File: src/rtl/fetch.sv
// ============================================================================
// Module   : fetch
// Brief    : Qu instruction fetch stage: PC, in-order imem requests, credit-
//            limited instruction queue feeding decode, redirect flush/drop.
// Revision : 1.0
// ============================================================================
`default_nettype none

module fetch #(
    parameter int          INSTR_WIDTH = 32,
    parameter int          QUEUE_DEPTH = 4,
    parameter logic [31:0] RESET_PC    = 32'h0000_0000
) (
    input  logic                   clk,
    input  logic                   rst,
    output logic                   imem_req_valid,
    output logic [31:0]            imem_req_addr,
    input  logic                   imem_req_ready,
    input  logic                   imem_rsp_valid,
    input  logic [INSTR_WIDTH-1:0] imem_rsp_instr,
    input  logic                   redirect_valid,
    input  logic [31:0]            redirect_pc,
    output logic [INSTR_WIDTH-1:0] instr_out,
    output logic [31:0]            pc_out,
    output logic                   out_valid,
    input  logic                   out_ready
);

    localparam int c_PTR_W = $clog2(QUEUE_DEPTH);
    localparam int c_CNT_W = c_PTR_W + 1;
    localparam int c_SUM_W = c_CNT_W + 2;

    logic [31:0]            r_fetch_pc;
    logic [c_CNT_W-1:0]     r_inflight;
    logic [c_CNT_W-1:0]     r_drop_cnt;
    logic [c_CNT_W-1:0]     r_count;
    logic [c_PTR_W-1:0]     r_head;
    logic [c_PTR_W-1:0]     r_tail;
    logic [INSTR_WIDTH-1:0] r_q_instr [QUEUE_DEPTH];
    logic [31:0]            r_q_pc    [QUEUE_DEPTH];
    logic [31:0]            r_pf_pc   [QUEUE_DEPTH];
    logic [c_PTR_W-1:0]     r_pf_rd;
    logic [c_PTR_W-1:0]     r_pf_wr;

    logic [c_SUM_W-1:0]     w_credit_sum;
    logic [c_SUM_W-1:0]     w_drop_total;
    logic                   w_req_valid;
    logic                   w_req_fire;
    logic                   w_rsp_drop;
    logic                   w_rsp_take;
    logic                   w_out_valid;
    logic                   w_pop;
    logic [c_CNT_W-1:0]     w_inflight_nxt;
    logic [c_CNT_W-1:0]     w_drop_nxt;
    logic [c_CNT_W-1:0]     w_count_nxt;
    logic                   w_unused_redirect_lsb;

    // Every slot already promised to an outstanding or to-be-dropped response
    // counts against the queue, so a returning word always has room.
    assign w_credit_sum = c_SUM_W'(r_count) + c_SUM_W'(r_inflight) + c_SUM_W'(r_drop_cnt);
    assign w_req_valid  = !rst && !redirect_valid && (w_credit_sum < c_SUM_W'(QUEUE_DEPTH));
    assign w_req_fire   = w_req_valid && imem_req_ready;

    assign w_rsp_drop   = imem_rsp_valid && (r_drop_cnt != '0);
    assign w_rsp_take   = imem_rsp_valid && (r_drop_cnt == '0) && (r_inflight != '0)
                          && !redirect_valid;

    assign w_out_valid  = (r_count != '0) && !redirect_valid;
    assign w_pop        = w_out_valid && out_ready;

    assign w_drop_total = c_SUM_W'(r_drop_cnt) + c_SUM_W'(r_inflight);
    assign w_unused_redirect_lsb = ^redirect_pc[1:0];

    always_comb begin
        w_inflight_nxt = r_inflight;
        w_drop_nxt     = r_drop_cnt;
        w_count_nxt    = r_count;
        if (redirect_valid) begin
            w_inflight_nxt = '0;
            w_count_nxt    = '0;
            // A response landing in the redirect cycle is one of the doomed ones.
            if (imem_rsp_valid && (w_drop_total != '0)) begin
                w_drop_nxt = c_CNT_W'(w_drop_total - c_SUM_W'(1));
            end else begin
                w_drop_nxt = c_CNT_W'(w_drop_total);
            end
        end else begin
            w_drop_nxt     = r_drop_cnt - c_CNT_W'(w_rsp_drop);
            w_inflight_nxt = r_inflight + c_CNT_W'(w_req_fire) - c_CNT_W'(w_rsp_take);
            w_count_nxt    = r_count + c_CNT_W'(w_rsp_take) - c_CNT_W'(w_pop);
        end
    end

    always_ff @(posedge clk) begin
        if (rst) begin
            r_fetch_pc <= RESET_PC;
            r_inflight <= '0;
            r_drop_cnt <= '0;
            r_count    <= '0;
            r_head     <= '0;
            r_tail     <= '0;
            r_pf_rd    <= '0;
            r_pf_wr    <= '0;
            for (int i = 0; i < QUEUE_DEPTH; i++) begin
                r_q_instr[i] <= '0;
                r_q_pc[i]    <= '0;
                r_pf_pc[i]   <= '0;
            end
        end else begin
            r_inflight <= w_inflight_nxt;
            r_drop_cnt <= w_drop_nxt;
            r_count    <= w_count_nxt;
            if (redirect_valid) begin
                r_head     <= '0;
                r_tail     <= '0;
                r_pf_rd    <= '0;
                r_pf_wr    <= '0;
                r_fetch_pc <= {redirect_pc[31:2], 2'b00};
            end else begin
                if (w_req_fire) begin
                    r_pf_pc[r_pf_wr] <= r_fetch_pc;
                    r_pf_wr          <= r_pf_wr + c_PTR_W'(1);
                    r_fetch_pc       <= r_fetch_pc + 32'd4;
                end
                if (w_rsp_take) begin
                    r_q_instr[r_tail] <= imem_rsp_instr;
                    r_q_pc[r_tail]    <= r_pf_pc[r_pf_rd];
                    r_tail            <= r_tail + c_PTR_W'(1);
                    r_pf_rd           <= r_pf_rd + c_PTR_W'(1);
                end
                if (w_pop) begin
                    r_head <= r_head + c_PTR_W'(1);
                end
            end
        end
    end

    assign imem_req_valid = w_req_valid;
    assign imem_req_addr  = r_fetch_pc;
    assign out_valid      = w_out_valid;
    assign instr_out      = r_q_instr[r_head];
    assign pc_out         = r_q_pc[r_head];

    a_push_not_full: assert property (@(posedge clk) disable iff (rst)
        !(w_rsp_take && (r_count == c_CNT_W'(QUEUE_DEPTH))));

endmodule

`default_nettype wire
File: config.mk
export PLATFORM = sky130hd
export DESIGN_NAME = fetch
export DESIGN_NICKNAME = d
export VERILOG_FILES = /design/src/rtl/fetch.sv
export SDC_FILE = /design/constraint.sdc
export NUM_CORES = 1
export LEC_CHECK = 0
export CAP_MARGIN = 20
export CORE_MARGIN = 4
export CORE_UTILIZATION = 25
export DETAILED_ROUTE_END_ITERATION = 8
export GPL_TIMING_DRIVEN = 0
export PLACE_DENSITY = 0.48
export SLEW_MARGIN = 20
export SYNTH_ARGS = -nofsm -noshare
export SYNTH_HDL_FRONTEND = slang
export SYNTH_SLANG_ARGS = --single-unit
File: constraint.sdc
create_clock -name clk -period 6.8 [get_ports clk]
set_input_delay 2.04 -clock clk [delete_from_list [all_inputs] [get_ports clk]]
set_output_delay 2.04 -clock clk [all_outputs]
set_load 0.05 [all_outputs]
==> qor.csv, run 1 <==
stage;metric;value;unit
outcome;outcome;finished clean;
grt;vias in the first global route;12200;
cells_and_area;P&R area growth vs syn;25.0;%
floorplan;I/O Pins;168;
sta;Setup TNS;0;ps
synth;Post-Syn Area;0.0184;mm^2
floorplan;starting density of the core;25.2;%
route;DRC;0;
min_path;Worst Hold End;r_pf_rd[1]$_SDFFE_PP0P_;
setup_path;crit path DAT;4280;ps
synth;post-synthesis cell type count;60;
clocking;CTS Root Cell;clkbuf_16;
power;Max rail drop VDD;0.000171;V
cells_and_area;Finished Core Util;31.5;%
setup_path;R2R Setup Slk;2460;ps
sta;Final Hold Fails;0;
cells_and_area;most common cell after layout, fill and taps aside;edfxtp_1;
synth;register bit total from synthesis;419;
clocking;TritonCTS clock tree;built;
route;via count;11500;
setup_path;crit path from;redirect_valid;
clocking;clock sink count;419;
synth;sequential element share of the synthesized area;65.6;%
synth;syn_area_per_cell;13.4;um^2
grt;initial antenna violation count;1;
synth;Post-synth EDFFs;368;
setup_path;Reg2Reg Launch Point;r_inflight[1]$_SDFF_PP0_;
sta;Least-Margin Pin Slew;1060;ps
sta;period utilisation layout;92.9;%
synth;asr flop ratio synth;0;%
sta;Rel. slew slack;29.3;%
route;WL per Instance;19.7;um
clocking;clk buf depth;3;
clocking;CTS buffer count;46;
setup_path;critical path cell sequence;clkdlybuf4s50_1 > clkbuf_1 > buf_1 > nor2_1 > clkdlybuf4s50_1;
setup_path;critical path class;in2out;
sta;fin crit period;6320;ps
place;IO buf count;160;
synth;Top FF cell, synth;edfxtp_1;
setup_path;CP max stage delay;710;ps
cells_and_area;most frequent cells in the layout;368 x edfxtp_1, 243 x nor2_1, 160 x clkdlybuf4s50_1, 127 x nand2_1, 114 x inv_1;
cells_and_area;cell area after layout;0.0230;mm^2
grt;first-pass GRT wire length;76300;um
setup_path;Data required, critical path;4760;ps
sta;Worst Skew;13.8;ps
place;area post-placement;0.0215;mm^2
floorplan;total die area;0.0780;mm^2
floorplan;CORE AREA;0.0730;mm^2
synth;Syn Inst Count;1371;
cells_and_area;layout cells sized above 1;12.7;%
power;leakage dissipation;8.40;nW
clocking;Clock Latency Late Sink;570;ps
synth;synth warn;0;
sta;RSZ-0062 raised after global routing;false;
place;Final HPWL DP;35100;um
cells_and_area;NumNets Final;1681;
clocking;number of setup buffers added after CTS;0;
clocking;Max H-tree Level;2;
floorplan;FP Rows;99;
route;DRT Pass-1 Iters;5;
setup_path;Crit. End Element;output pin;
setup_path;r2r endpoint;r_inflight[2]$_SDFF_PP0_;
place;Final GP Congestion;0.808;
min_path;Hold/Removal Path Class;reg2reg;
setup_path;crit-path max FO;10;
setup_path;Worst path slowest cell;clkdlybuf4s50_1;
min_path;hold path start;r_pf_rd[1]$_SDFFE_PP0P_;
route;Iter 0 DRT Violations;942;
setup_path;CP startpoint kind;primary input;
power;Power Dens Cells;254;mW/mm^2
grt;GRT overflow;0;
cells_and_area;Fillers;7251;
sta;max-slew violation count;0;
run;Max Cap Viol;0;
clocking;Post-CTS Hold Fix Bufs;0;
route;final WL;51100;um
sta;Setup violations, final;0;
setup_path;Worst Reg-to-Reg Cells;16;
min_path;Min-Delay Path Depth;2;
sta;fmax;158;MHz
route;Routed Antenna Nets;0;
floorplan;die width;279;um
setup_path;CP dominant cell by count;clkdlybuf4s50_1;
grt;GRT Util Overall;12.9;%
clocking;CTS resizes;0;
grt;largest net degree at the start of global routing;40;
clocking;Reg clk slew, reported paths;60;ps
floorplan;Die Ht;279;um
route;Via-to-Cell Ratio;4.42;
-- kinds of logic after synthesis --
| kind of cell | count (synthesis) | synth area share (%) |
|---|---|---|
| and+or+nand+nor | 530 | 13.0 |
| adders and majority gates | 18 | 1.47 |
| muxes | 94 | 11.4 |
| xor gates and xnor gates | 18 | 0.857 |
| AOI/OAI and AO/OA | 87 | 3.31 |
| DFF | 419 | 65.6 |
| buffers and inverters | 204 | 4.35 |
| other | 1 | 0.0204 |
-- worst max-delay path: cells and delay by family --
kind / cells / cell delay (ps)
buffers and inverters: 4 / 2130
and+or+nand+nor: 1 / 100
-- layout make-up --
class | instances | area (um^2) | area share [%]
tap | 959 | 1200 | 5.22
inverter | 115 | 432 | 1.88
timing repair buffer | 171 | 1840 | 8.03
clock buffer | 63 | 1300 | 5.64
clock inverter | 20 | 173 | 0.751
antenna | 1 | 2.50 | 0.0109
sequential | 419 | 12100 | 52.5
buffer | 89 | 368 | 1.60
multi-input combinational | 751 | 5590 | 24.3
-- where the power goes --
part,switching [mW],internal (mW),leakage (nW)
combinational,0.281,0.170,3.46
sequential,0.0481,2.89,4.22
clock,0.998,1.44,0.725
total,1.33,4.50,8.40
-- metal layers --
metal | vias to the layer above | part of all wire [%] | track usage, %
met3 | 57 | 5.4 | 2.92
li1 | 5348 | - | -
met2 | 288 | 49 | 22.0
met5 | - | 0 | 0
met1 | 5758 | 43 | 16.9
met4 | 0 | 1.8 | 2.96
-- per-stage QoR --
stage	setup slack, ps	hold WS, ps	power [mW]	cells
floorplan	826	485	3.24	1374
global placement	-2970	500	3.44	2493
detailed placement	458	509	3.45	2504
CTS	441	526	5.92	2587
global route	333	574	6.05	2587
finish	480	529	5.83	2588
-- sequential cells by signal, indices dropped and copies added, names as in the netlist, named ones only --
name and count:
r_q_pc 120, r_tail 2, imem_req_addr 30, r_pf_pc 120, r_pf_rd 2, r_inflight 3, r_drop_cnt 3, r_head 2
r_pf_wr 2, r_q_instr 128, r_count 3
-- Yosys cell counts (3+ instances only) --
| cell type | count | area, um^2 |
|---|---|---|
| nor4_1 | 7 | 43.8 |
| o211ai_1 | 7 | 52.6 |
| ha_1 | 12 | 150 |
| inv_1 | 114 | 428 |
| dfxtp_1 | 51 | 1020 |
| and3_1 | 4 | 25.0 |
| nand2b_1 | 10 | 62.6 |
| buf_1 | 8 | 30.0 |
| and2_1 | 63 | 394 |
| nor3_1 | 16 | 80.1 |
| xor2_1 | 6 | 52.6 |
| mux4_2 | 92 | 2070 |
| o311ai_0 | 6 | 52.6 |
| xnor2_1 | 12 | 105 |
| a31oi_1 | 16 | 100 |
| edfxtp_1 | 368 | 11100 |
| fa_1 | 6 | 120 |
| nand3_1 | 17 | 85.1 |
| nand4_1 | 9 | 56.3 |
| o21ai_0 | 9 | 45.0 |
| a211oi_1 | 3 | 22.5 |
| buf_2 | 14 | 70.1 |
| or4_1 | 7 | 52.6 |
| or3_1 | 7 | 43.8 |
| a21oi_1 | 20 | 100 |
| o221ai_1 | 3 | 26.3 |
| buf_4 | 4 | 30.0 |
| nand3b_1 | 3 | 22.5 |
| o21bai_1 | 4 | 30.0 |
| clkbuf_1 | 62 | 233 |
| nand2_1 | 127 | 477 |
| nor2_1 | 243 | 912 |
| nor2b_1 | 4 | 25.0 |
| or2_2 | 6 | 37.5 |
-- worst max-delay path by stage --
| stage | end | slack, ps | cells after the start |
|---|---|---|---|
| 5_1_grt | out_valid | 330 | 5 |
| 3_3_place_gp | r_q_instr[1][9]$_SDFFCE_PN0P_ | -2970 | 5 |
| 6_report | out_valid | 480 | 5 |
| 3_5_place_dp | out_valid | 460 | 5 |
| 4_1_cts | imem_req_valid | 440 | 8 |
| 2_1_floorplan | r_q_instr[0][0]$_SDFFCE_PN0P_ | 830 | 4 |
Note: power is estimated with default switching activity, not from simulation.
==> run 2: changes to the inputs <==
--- a/config.mk
+++ b/config.mk
@@ -7,10 +7,10 @@
 export LEC_CHECK = 0
 export CAP_MARGIN = 20
 export CORE_MARGIN = 4
-export CORE_UTILIZATION = 25
+export CORE_UTILIZATION = 40
 export DETAILED_ROUTE_END_ITERATION = 8
 export GPL_TIMING_DRIVEN = 0
-export PLACE_DENSITY = 0.48
+export PLACE_DENSITY = 0.66
 export SLEW_MARGIN = 20
 export SYNTH_ARGS = -nofsm -noshare
 export SYNTH_HDL_FRONTEND = slang
==> qor.csv, run 2 (synthesis gave the netlist of run 1 again) <==
stage;metric;value;unit;change
clocking;TritonCTS clock tree;built;;unchanged
cells_and_area;max reg flops;128;;unchanged
floorplan;starting density of the core;40.5;%;was 25.2%
outcome;outcome;finished clean;;unchanged
floorplan;CORE AREA;0.0454;mm^2;was 0.0730 mm^2
cells_and_area;most frequent cells in the layout;368 x edfxtp_1, 243 x nor2_1, 160 x clkdlybuf4s50_1, 127 x nand2_1, 114 x inv_1;;unchanged
place;IO buf count;160;;unchanged
run;Max Cap Viol;0;;unchanged
sta;Least-Margin Pin Slew;1150;ps;was 1060 ps
cells_and_area;Post-Layout Cell Count;2227;;was 2,588
setup_path;CP max stage delay;720;ps;was 710 ps
setup_path;CP startpoint kind;primary input;;unchanged
clocking;clk buf depth;3;;unchanged
sta;max-slew violation count;0;;unchanged
setup_path;CP dominant cell by count;clkdlybuf4s50_1;;unchanged
cells_and_area;Most flops, register;r_q_instr;;unchanged
clocking;CTS resizes;0;;unchanged
place;Final GP Congestion;0.872;;was 0.808
setup_path;crit path DAT;4360;ps;was 4280 ps
clocking;CTS buffer count;45;;was 46
route;WL per Instance;19.6;um;was 19.7 um
setup_path;crit-path max FO;10;;unchanged
route;Via-to-Cell Ratio;5.13;;was 4.42
sta;Setup violations, final;0;;unchanged
cells_and_area;biggest regs;r_q_instr (128), r_pf_pc (120), r_q_pc (120);;unchanged
cells_and_area;layout cells sized above 1;12.5;%;was 12.7%
min_path;Min-Delay Path Depth;2;;unchanged
route;DRT Pass-1 Iters;5;;unchanged
sta;Hold Slack;539;ps;was 529 ps
min_path;Hold/Removal Path Class;reg2reg;;unchanged
grt;GRT overflow;0;;unchanged
floorplan;I/O Pins;168;;unchanged
clocking;CTS Root Cell;clkbuf_16;;unchanged
clocking;clock sink count;419;;unchanged
cells_and_area;P&R area growth vs syn;22.4;%;was 25.0%
grt;largest net degree at the start of global routing;43;;was 40
setup_path;Worst path slowest cell;clkdlybuf4s50_1;;unchanged
power;Power Dens Cells;258;mW/mm^2;was 254 mW/mm^2
cells_and_area;most common cell after layout, fill and taps aside;edfxtp_1;;unchanged
clocking;Max H-tree Level;2;;unchanged
sta;Worst Skew;29.9;ps;was 13.8 ps
place;placed cells;2144;;was 2,504
cells_and_area;ANT cells;0;;was 1
power;Tot Pwr;5.80;mW;was 5.83 mW
floorplan;Die Ht;222;um;was 279 um
setup_path;Crit. End Element;output pin;;unchanged
grt;initial antenna violation count;0;;was 1
clocking;Reg clk slew, reported paths;60;ps;about the same
route;Routed Antenna Nets;0;;unchanged
floorplan;FP Rows;78;;was 99
sta;Rel. slew slack;22.4;%;was 29.3%
route;via count;11400;;was 11,500
route;DRC;0;;unchanged
setup_path;Worst Reg-to-Reg Cells;16;;unchanged
floorplan;die width;222;um;was 279 um
setup_path;critical path class;in2out;;unchanged
grt;first-pass GRT wire length;68800;um;was 76,300 um
setup_path;critical path cell sequence;clkdlybuf4s50_1 > clkbuf_1 > buf_1 > nor2_1 > clkdlybuf4s50_1;;unchanged
clocking;Clock Latency Late Sink;580;ps;was 570 ps
cells_and_area;cell area after layout;0.0225;mm^2;was 0.0230 mm^2
cells_and_area;NumNets Final;1679;;was 1,681
route;final WL;43700;um;was 51,100 um
route;Iter 0 DRT Violations;825;;was 942
setup_path;Data required, critical path;4760;ps;about the same
place;Final HPWL DP;29300;um;was 35,100 um
clocking;number of setup buffers added after CTS;0;;unchanged
floorplan;total die area;0.0495;mm^2;was 0.0780 mm^2
power;Max rail drop VDD;0.000172;V;was 0.000171 V
place;area post-placement;0.0211;mm^2;was 0.0215 mm^2
sta;period utilisation layout;94.1;%;was 92.9%
grt;GRT Util Overall;17.7;%;was 12.9%
sta;Final Hold Fails;0;;unchanged
grt;vias in the first global route;12100;;was 12,200
sta;fin crit period;6400;ps;was 6320 ps
power;leakage dissipation;8.38;nW;was 8.40 nW
sta;fmax;156;MHz;was 158 MHz
clocking;Post-CTS Hold Fix Bufs;0;;unchanged
sta;RSZ-0062 raised after global routing;false;;unchanged
==> run 2: cell count changes in the layout (fill, tap and decap cells not counted), moves of 2 or more <==
cell	delta
clkinvlp_4	+4
buf_12	-4
buf_16	+3
clkinv_2	-3
clkbuf_16	-2
clkbuf_1	+3
clkinv_1	-2
==> run 2: worst paths after layout <==
| check | from | end | slack [ps] |
|---|---|---|---|
| hold reg to reg | r_head[1]$_SDFFE_PP0P_ | r_head[1]$_SDFFE_PP0P_ | 540 |
| setup / recovery | redirect_valid | out_valid | 400 |
| setup reg to reg | r_inflight[1]$_SDFF_PP0_ | r_inflight[2]$_SDFF_PP0_ | 2540 |
| hold / removal | r_head[1]$_SDFFE_PP0P_ | r_head[1]$_SDFFE_PP0P_ | 540 |
==> run 2: where the power goes <==
group          leakage [nW]  switching [mW]  internal [mW]
Combinational          3.46           0.269          0.171
Sequential             4.22          0.0477           2.89
Clock                 0.697           0.994           1.43
Total                  8.38            1.31           4.49
==> run 2: final cells by class <==
type | instances | area [um^2]
clock buffers | 63 | 1240
repair buffers | 170 | 1850
multi-input cells | 751 | 5590
well taps | 600 | 751
flip-flops and latches | 419 | 12100
inverters | 115 | 432
plain buffers | 89 | 368
fillers | 3986 | 22900
clock inverters | 20 | 210
==> run 2: through the flow <==
stage / setup TNS (ps) / utilization [%] / setup slack, ps
finish: 0 / 49.6 / 403
global route: 0 / 49.6 / 338
CTS: 0 / 49.6 / 425
floorplan: 0 / - / 826
detailed placement: 0 / 46.4 / 434
global placement: -288620 / 45.7 / -2380
==> run 2: worst max-delay path: cells and delay by family <==
| family | cells | cell delay (ps) |
|---|---|---|
| buf+inv | 4 | 2220 |
| simple gates | 1 | 100 |
==> run 2: layer usage <==
metal	up-vias	part of all wire, %	track usage, %	wire [um]
met1	5657	41	22.5	17900
met3	59	6.6	4.23	2890
li1	5347	-	-	-
met5	-	0	0	0
met2	357	50	30.5	21900
met4	0	2.3	4.59	989
==> run 3: changes to the inputs <==
--- a/config.mk
+++ b/config.mk
@@ -6,11 +6,13 @@
 export NUM_CORES = 1
 export LEC_CHECK = 0
 export CAP_MARGIN = 20
+export CELL_PAD_IN_SITES_DETAIL_PLACEMENT = 0
+export CELL_PAD_IN_SITES_GLOBAL_PLACEMENT = 2
 export CORE_MARGIN = 4
 export CORE_UTILIZATION = 40
 export DETAILED_ROUTE_END_ITERATION = 8
 export GPL_TIMING_DRIVEN = 0
-export PLACE_DENSITY = 0.66
+export PLACE_DENSITY = 0.86
 export SLEW_MARGIN = 20
 export SYNTH_ARGS = -nofsm -noshare
 export SYNTH_HDL_FRONTEND = slang
==> qor.csv, run 3 (synthesis gave the netlist of run 1 again) <==
stage;metric;value;unit;change
power;Max rail drop VDD;0.000172;V;about the same
cells_and_area;most common cell after layout, fill and taps aside;edfxtp_1;;unchanged
setup_path;Crit. End Element;output pin;;unchanged
cells_and_area;P&R area growth vs syn;22.1;%;was 22.4%
setup_path;Data required, critical path;4760;ps;about the same
sta;Setup violations, final;0;;unchanged
cells_and_area;layout cells sized above 1;12.5;%;about the same
setup_path;crit-path max FO;10;;unchanged
place;Final GP Congestion;0.790;;was 0.872
cells_and_area;cell area after layout;0.0225;mm^2;about the same
clocking;CTS resizes;0;;unchanged
setup_path;critical path class;in2out;;unchanged
sta;max-slew violation count;0;;unchanged
min_path;Hold/Removal Path Class;reg2reg;;unchanged
clocking;Reg clk slew, reported paths;60;ps;about the same
floorplan;starting density of the core;40.5;%;unchanged
cells_and_area;Most flops, register;r_q_instr;;unchanged
floorplan;Die Ht;222;um;unchanged
cells_and_area;Post-Layout Cell Count;2225;;was 2,227
cells_and_area;NumNets Final;1678;;was 1,679
grt;initial antenna violation count;0;;unchanged
cells_and_area;biggest regs;r_q_instr (128), r_pf_pc (120), r_q_pc (120);;unchanged
grt;largest net degree at the start of global routing;40;;was 43
place;Final HPWL DP;29400;um;was 29,300 um
sta;Hold Slack;547;ps;was 539 ps
sta;period utilisation layout;93.8;%;was 94.1%
route;DRC;0;;unchanged
route;WL per Instance;19.8;um;was 19.6 um
sta;RSZ-0062 raised after global routing;false;;unchanged
floorplan;FP Rows;78;;unchanged
floorplan;I/O Pins;168;;unchanged
power;leakage dissipation;8.35;nW;was 8.38 nW
grt;GRT overflow;0;;unchanged
sta;Least-Margin Pin Slew;939;ps;was 1150 ps
floorplan;die width;222;um;unchanged
clocking;CTS buffer count;44;;was 45
clocking;Clock Latency Late Sink;560;ps;was 580 ps
setup_path;CP startpoint kind;primary input;;unchanged
clocking;CTS Root Cell;clkbuf_16;;unchanged
cells_and_area;Fillers;4018;;was 3,986
route;final WL;44100;um;was 43,700 um
power;Power Dens Cells;253;mW/mm^2;was 258 mW/mm^2
run;Max Cap Viol;0;;unchanged
setup_path;crit path DAT;4340;ps;was 4360 ps
clocking;Max H-tree Level;2;;unchanged
sta;Final Hold Fails;0;;unchanged
clocking;number of setup buffers added after CTS;0;;unchanged
route;DRT Pass-1 Iters;5;;unchanged
clocking;clk buf depth;3;;unchanged
sta;fin crit period;6380;ps;was 6400 ps
route;Routed Antenna Nets;0;;unchanged
sta;fmax;157;MHz;was 156 MHz
place;area post-placement;0.0211;mm^2;about the same
floorplan;CORE AREA;0.0454;mm^2;unchanged
sta;Worst Skew;14.8;ps;was 29.9 ps
outcome;outcome;finished clean;;unchanged
grt;vias in the first global route;11900;;was 12,100
cells_and_area;ANT cells;0;;unchanged
grt;GRT Util Overall;17.7;%;about the same
grt;first-pass GRT wire length;68500;um;was 68,800 um
sta;Rel. slew slack;37.4;%;was 22.4%
route;Iter 0 DRT Violations;848;;was 825
clocking;clock sink count;419;;unchanged
clocking;Post-CTS Hold Fix Bufs;0;;unchanged
cells_and_area;max reg flops;128;;unchanged
route;via count;11400;;about the same
place;IO buf count;160;;unchanged
cells_and_area;most frequent cells in the layout;368 x edfxtp_1, 243 x nor2_1, 160 x clkdlybuf4s50_1, 127 x nand2_1, 114 x inv_1;;unchanged
floorplan;total die area;0.0495;mm^2;unchanged
route;Via-to-Cell Ratio;5.13;;about the same
clocking;TritonCTS clock tree;built;;unchanged
place;placed cells;2144;;unchanged
## run 3: cell count changes in the layout (fill, tap and decap cells not counted), sizes merged
cell      change
bufinv        -2
clkinv        +1
clkinvlp      -1
## run 3: critical path, stage by stage
cell             delay (ps)
clkdlybuf4s50_1         630
clkbuf_1                400
buf_1                   440
nor2_1                  100
clkdlybuf4s50_1         720
## run 3: area by class of cell
class	count	area (um^2)	share of cell area, %
Inverter	115	432	1.92
Clock inverter	18	161	0.719
Sequential cell	419	12100	53.7
Buffer	89	368	1.64
Clock buffer	63	1220	5.44
Tap cell	600	751	3.34
Multi-Input combinational cell	751	5590	24.9
Timing Repair Buffer	170	1860	8.29
## run 3: routing by layer
| metal | wire length, um | up-vias | track usage (%) |
|---|---|---|---|
| li1 | - | 5344 | - |
| met1 | 19200 | 5683 | 24.4 |
| met2 | 21500 | 332 | 29.6 |
| met3 | 2590 | 54 | 3.54 |
| met4 | 754 | 0 | 3.74 |
| met5 | 0 | - | 0 |
## run 3: stage by stage
step           util, %  total power, mW  worst slack, ps  setup TNS (ps)
2_1_floorplan        -             3.24              826               0
5_1_grt           49.5             5.89              333               0
6_report          49.5             5.68              423               0
3_5_place_dp      46.4             3.44              414               0
4_1_cts           49.5             5.75              404               0
3_3_place_gp      45.7             3.42            -2440         -300760
## run 3: final timing paths
| path | from | to | slack (ps) | cells after the start |
|---|---|---|---|---|
| hold / removal | r_pf_rd[0]$_SDFFE_PP0P_ | r_pf_rd[0]$_SDFFE_PP0P_ | 550 | 2 |
| hold reg to reg | r_pf_rd[0]$_SDFFE_PP0P_ | r_pf_rd[0]$_SDFFE_PP0P_ | 550 | 2 |
| setup reg to reg | r_inflight[1]$_SDFF_PP0_ | r_inflight[2]$_SDFF_PP0_ | 2480 | 16 |
| setup / recovery | redirect_valid | out_valid | 420 | 5 |
## run 3: report_power, final
group          internal (mW)  switching [mW]  leakage (nW)
Clock                   1.33           0.968         0.669
Combinational          0.172           0.271          3.46
Sequential              2.89          0.0479          4.22
